--- src/rtl/softmax_pkg.sv ---
// rtl/softmax_pkg.sv - shared defaults and scan FSM encoding for the softmax datapath
package softmax_pkg;

  localparam int DEF_DATA_WIDTH = 16;
  localparam int DEF_NUM_IN     = 100;
  localparam int DEF_SEL_WIDTH  = 7;

  // Select value 0 makes the input multiplexer return zero.
  localparam int SEL_NONE = 0;

  typedef enum logic [1:0] {
    IDLE = 2'd0,
    SCAN = 2'd1,
    DONE = 2'd2
  } scan_state_t;

endpackage

--- src/rtl/softmax_max_cmp.sv ---
// rtl/softmax_max_cmp.sv - signed strictly-greater compare and next running max/index select
module softmax_max_cmp
  import softmax_pkg::*;
#(
  parameter int DATA_WIDTH = DEF_DATA_WIDTH,
  parameter int SEL_WIDTH  = DEF_SEL_WIDTH
) (
  input  logic                         first,
  input  logic signed [DATA_WIDTH-1:0] cur_max,
  input  logic        [SEL_WIDTH-1:0]  cur_idx,
  input  logic signed [DATA_WIDTH-1:0] data,
  input  logic        [SEL_WIDTH-1:0]  idx,
  output logic signed [DATA_WIDTH-1:0] nxt_max,
  output logic        [SEL_WIDTH-1:0]  nxt_idx
);

  logic take;

  // Strictly greater keeps the lowest index on ties.
  assign take    = first || (data > cur_max);
  assign nxt_max = take ? data : cur_max;
  assign nxt_idx = take ? idx  : cur_idx;

endmodule

--- src/rtl/softmax_max_scan.sv ---
// rtl/softmax_max_scan.sv - steps the input mux select and tracks the signed maximum
module softmax_max_scan
  import softmax_pkg::*;
#(
  parameter int DATA_WIDTH = DEF_DATA_WIDTH,
  parameter int NUM_IN     = DEF_NUM_IN,
  parameter int SEL_WIDTH  = DEF_SEL_WIDTH
) (
  input  logic                  clk,
  input  logic                  rst_n,
  input  logic                  start,
  input  logic                  abort,
  output logic [SEL_WIDTH-1:0]  mux_sel,
  input  logic [DATA_WIDTH-1:0] mux_data,
  output logic [DATA_WIDTH-1:0] max_val,
  output logic [SEL_WIDTH-1:0]  max_idx,
  output logic                  busy,
  output logic                  done
);

  localparam logic [SEL_WIDTH-1:0] LAST_SEL  = SEL_WIDTH'(NUM_IN);
  localparam logic [SEL_WIDTH-1:0] FIRST_SEL = SEL_WIDTH'(1);
  localparam logic [SEL_WIDTH-1:0] NO_SEL    = SEL_WIDTH'(SEL_NONE);

  scan_state_t state, state_nxt;

  logic signed [DATA_WIDTH-1:0] run_max, cmp_max;
  logic        [SEL_WIDTH-1:0]  run_idx, cmp_idx;
  logic                         at_last;

  assign at_last = (mux_sel == LAST_SEL);
  assign busy    = (state == SCAN);
  assign done    = (state == DONE);

  softmax_max_cmp #(
    .DATA_WIDTH (DATA_WIDTH),
    .SEL_WIDTH  (SEL_WIDTH)
  ) u_cmp (
    .first   (mux_sel == FIRST_SEL),
    .cur_max (run_max),
    .cur_idx (run_idx),
    .data    (mux_data),
    .idx     (mux_sel),
    .nxt_max (cmp_max),
    .nxt_idx (cmp_idx)
  );

  always_ff @(posedge clk or negedge rst_n) begin
    if (!rst_n) state <= IDLE;
    else        state <= state_nxt;
  end

  always_comb begin
    state_nxt = state;
    case (state)
      IDLE: if (start) state_nxt = SCAN;
      SCAN: begin
        if (abort)        state_nxt = IDLE;
        else if (at_last) state_nxt = DONE;
      end
      DONE: begin
        if (abort)      state_nxt = IDLE;
        else if (start) state_nxt = SCAN;
        else            state_nxt = IDLE;
      end
      default: state_nxt = IDLE;
    endcase
  end

  always_ff @(posedge clk or negedge rst_n) begin
    if (!rst_n) begin
      mux_sel <= NO_SEL;
      run_max <= '0;
      run_idx <= NO_SEL;
      max_val <= '0;
      max_idx <= NO_SEL;
    end else begin
      if (state_nxt == SCAN)
        mux_sel <= (state == SCAN) ? mux_sel + FIRST_SEL : FIRST_SEL;
      else
        mux_sel <= NO_SEL;

      if (state == SCAN && !abort) begin
        run_max <= cmp_max;
        run_idx <= cmp_idx;
      end

      // Published result includes the last element sampled on this edge.
      if (state == SCAN && state_nxt == DONE) begin
        max_val <= cmp_max;
        max_idx <= cmp_idx;
      end
    end
  end

endmodule
--- config.mk ---
export PLATFORM = sky130hd
export DESIGN_NAME = softmax_max_scan
export DESIGN_NICKNAME = d
export VERILOG_FILES = /design/src/rtl/softmax_pkg.sv /design/src/rtl/softmax_max_cmp.sv /design/src/rtl/softmax_max_scan.sv
export SDC_FILE = /design/constraint.sdc
export NUM_CORES = 1
export LEC_CHECK = 0
export ABC_AREA = 1
export ABC_CLOCK_PERIOD_IN_PS = 2900
export BUFFER_PORTS_ARGS = -buffer_cell sky130_fd_sc_hd__clkbuf_2
export CAP_MARGIN = 20
export CELL_PAD_IN_SITES_DETAIL_PLACEMENT = 0
export CELL_PAD_IN_SITES_GLOBAL_PLACEMENT = 1
export CORE_MARGIN = 8
export CORE_UTILIZATION = 45
export DETAILED_ROUTE_END_ITERATION = 6
export PLACE_DENSITY = 0.84
export RECOVER_POWER = 100
export SLEW_MARGIN = 20
export SYNTH_ARGS = -nofsm -noshare
export SYNTH_HDL_FRONTEND = slang
export SYNTH_HIERARCHICAL = 1
export SYNTH_SLANG_ARGS = --single-unit
--- constraint.sdc ---
create_clock -name clk -period 2.9 [get_ports clk]
set_input_delay 0.58 -clock clk [delete_from_list [all_inputs] [get_ports clk]]
set_output_delay 0.58 -clock clk [all_outputs]
set_load 0.005 [all_outputs]
==> reports/results.md <==
| Parameter | Value | Unit |
|---|---|---|
| Average wire length per cell after detail routing | 14.5 | µm |
| Endpoint required time on the critical path | 3.14 | ns |
| Worst path buffer plus inverter count | 2 | - |
| Commonest non-fill, non-tap cells in the layout | nand2_1, dfrtp_1, inv_1, nand3_1, clkbuf_1 | - |
| Clock period minus final worst setup slack | 2.39 | ns |
| Combined area of all synthesized cells | 3210 | µm² |
| Mapped Avg Cell Area | 7.68 | µm² |
| Maximum number of pins on one net before global-route repair | 36 | - |
| Worst path max stage delay | 0.52 | ns |
| Die boundary height | 100 | µm |
| Register area share after synthesis | 0.429 | - |
| Cells along the critical path | inv_1 > nand2_1 > nor2_1 > clkbuf_2 > nand2_1 > a21oi_1 | - |
| Reg-to-reg setup timing slack | 0.51 | ns |
| Cell Pwr Density | 693 | nW/µm² |
| Die Area | 10100 | µm² |
| I/O pin count | 52 | - |
| Clock latency of the later-clocked register in the worst-skew pair | 0.31 | ns |
| Layout Area Growth over Synthesis | 9.43 | % |
| Core outline area | 6830 | µm² |
| Number of buffers on the longest clock path | 2 | - |
| Count of cell types in the netlist | 25 | - |
| # setup viols final | 0 | - |
| Clock-pin slew on the worst setup and hold paths | 0.11 | ns |
| Post-route antenna net violation count | 0 | - |
| Peak fanout along the critical path | 26 | - |
| Leak | 0.00190 | µW |
| Worst hold-check slack | 0.0405 | ns |
| Leading post-synthesis cells by cell area | dfrtp_1, nand2_1, ha_1 | - |
| Number of buffers inserted by port buffering | 51 | - |
| Launching element type of the critical path | register | - |
| Slew Limit Headroom | -0.258 | - |
| CTS buffer count | 5 | - |
| Starting Density | 0.470 | - |
| Top-area cell type share of the netlist area | 0.429 | - |
| Depth of the CTS H-tree | 2 | - |
| Simple-gate share of the synthesized area | 0.346 | - |
| # DRC | 0 | - |
| Mux contribution to synthesized area | 0 | - |
| Synthesized net count | 457 | - |
| Post-detailed-placement half-perimeter wirelength | 5.54 | mm |
| Peak Freq | 0.418 | GHz |
| Run status | finished, violations left | - |
| Critical path's most frequent cell | nand2_1 | - |
| Worst Tran Pin Value | 1.89 | ns |
| Residual overflow from global routing | 0 | - |
| Pins Over Slew Limit | 36 | - |
| Final Net Count | 501 | - |
| Worst clock skew | 0.0104 | ns |
| Total wire length | 8.10 | mm |
| Root buffer cell | clkbuf_8 | - |
| Total clock sinks | 55 | - |
| # Post-CTS Setup Buffers | 0 | - |
| Family of cells with the greatest summed delay on the critical path | simple AND/OR/NAND/NOR gates | - |
| Total iterations of the first detailed-routing run | 4 | - |
| Vias/cell | 5.08 | - |
| Global-route wire length before repair | 14.2 | mm |
| Start-to-end type of the worst setup path | register to register | - |
| Violations in the final reports | max-capacitance violations, max-slew violations | - |
| Arrival @ worst endpoint | 2.63 | ns |
| Worst min-delay path category | primary input to asynchronous set/reset pin | - |
| Combinational family with the most area after synthesis | simple AND/OR/NAND/NOR gates | - |
| Cell taking the most area after synthesis | dfrtp_1 | - |
| Number of DRC violations after detailed-routing iteration 0 | 136 | - |
| Setup tns final | 0 | ns |
| Number of synthesized register bits | 55 | - |
| Number of antenna violations at the first check in global routing | 0 | - |
| Routability Congestion | 0.806 | - |
| Std-Cell Rows | 30 | - |
| Standard cell with the maximum stage delay on the critical path | nand2_1 | - |
| Post-cts repair resize count | 0 | - |
| Most frequent standard cell in the layout excluding fill and tap cells | nand2_1 | - |
| Fraction of synthesized cell area in xor and xnor cells | 0.00546 | - |
| Via count of the first global-routing pass | 2931 | - |
| Layout cells sized above 1 | 0.102 | - |
| DR vias | 2842 | - |
| Final worst path period share | 0.824 | - |
| Horiz. Die Dim | 100 | µm |
| Number of standard cells after synthesis | 418 | - |
| Critical path endpoint category | register | - |
| Area fraction in compound gates after synthesis | 0.0554 | - |
| Yosys Warn Count | 6 | - |
| Fin. Hold Viols | 0 | - |
| GRT Overall Usage | 0.172 | - |
| Unrepaired setup endpoints after global routing | no | - |
| Number of violations of the max-capacitance limit | 1 | - |
| CTS hold repair buffers | 0 | - |
| Worst-case vdd ir drop | 0.294 | mV |
| Adder-Cell Fraction of Synth Area | 0.0741 | - |
| Diodes inserted | 0 | - |
| Pwr Total | 2430 | µW |
| Clock tree from TritonCTS | done | - |
## stage by stage
| stage | setup slack [ns] | cell area (µm²) | util | cells |
|---|---|---|---|---|
| 4_1_cts | 0.701 | 3570 | 0.523 | 559 |
| 5_1_grt | 0.191 | 3510 | 0.514 | 559 |
| 6_report | 0.510 | 3510 | 0.514 | 559 |
| 2_1_floorplan | 0.851 | 3210 | - | 418 |
| 3_5_place_dp | 0.441 | 3480 | 0.510 | 551 |
| 3_3_place_gp | 0.418 | 3480 | 0.510 | 551 |
## synth_stat cells, drive strengths merged
| cell | number |
|---|---|
| o21ai | 26 |
| dfrtp | 55 |
| nand2 | 175 |
| xnor2 | 1 |
| buf | 17 |
| ha | 19 |
| inv | 34 |
| a21o | 1 |
| clkbuf | 5 |
| nand3 | 29 |
| a21oi | 8 |
| nand4 | 26 |
| nand3b | 1 |
| xor2 | 1 |
| nor2 | 17 |
| nor3 | 3 |
## flip-flops by register name, indices dropped and copies added (netlist names)
register and flops:
max_idx 7, max_val 16, mux_sel 7, run_idx 7, run_max 16, state 2
## final timing paths
path / from / end / depth (start not counted)
min reg2reg: max_val[6]$_DFFE_PN0P_ / max_val[6]$_DFFE_PN0P_ / 2
min: rst_n / max_val[8]$_DFFE_PN0P_ / 1
min in group clk: max_val[6]$_DFFE_PN0P_ / max_val[6]$_DFFE_PN0P_ / 2
max in group asynchronous: rst_n / max_val[0]$_DFFE_PN0P_ / 2
max reg2reg: state[1]$_DFF_PN0_ / mux_sel[5]$_DFF_PN0_ / 6
max: state[1]$_DFF_PN0_ / mux_sel[5]$_DFF_PN0_ / 6
## cell families after synthesis
family | Yosys count
AOI/OAI and AO/OA | 35
xor gates and xnor gates | 2
adders and majority gates | 19
buffers and inverters | 56
DFF | 55
and+or+nand+nor | 251
## per-layer routing
metal / vias to the layer above / wire length (µm) / track usage
met4: 0 / 69 / 0.0465
met5: - / 0 / 0
met3: 7 / 358 / 0.0269
met1: 1337 / 3900 / 0.223
met2: 59 / 3770 / 0.288
li1: 1439 / - / -
## cell type report
type	instances	area (µm²)
Fill cell	716	3320
Sequential cell	55	1380
Clock buffer	6	72.6
Clock inverter	2	16.3
Timing Repair Buffer	59	273
Inverter	34	128
Multi-Input combinational cell	307	1530
Tap cell	96	120
## power by group
group	total (µW)	switching [µW]	internal, µW
registers	994	99.5	894
clock network	442	268	174
logic	998	673	326
## worst register-to-register path, delay by kind of cell (launching register included)
kind,cells,cell delay (ns)
AO/OA/AOI/OAI,1,0.18
flip-flops,1,0.39
buffers and inverters,2,0.47
AND/OR/NAND/NOR,3,1.28
No activity file was read; power rests on OpenSTA's default activity.
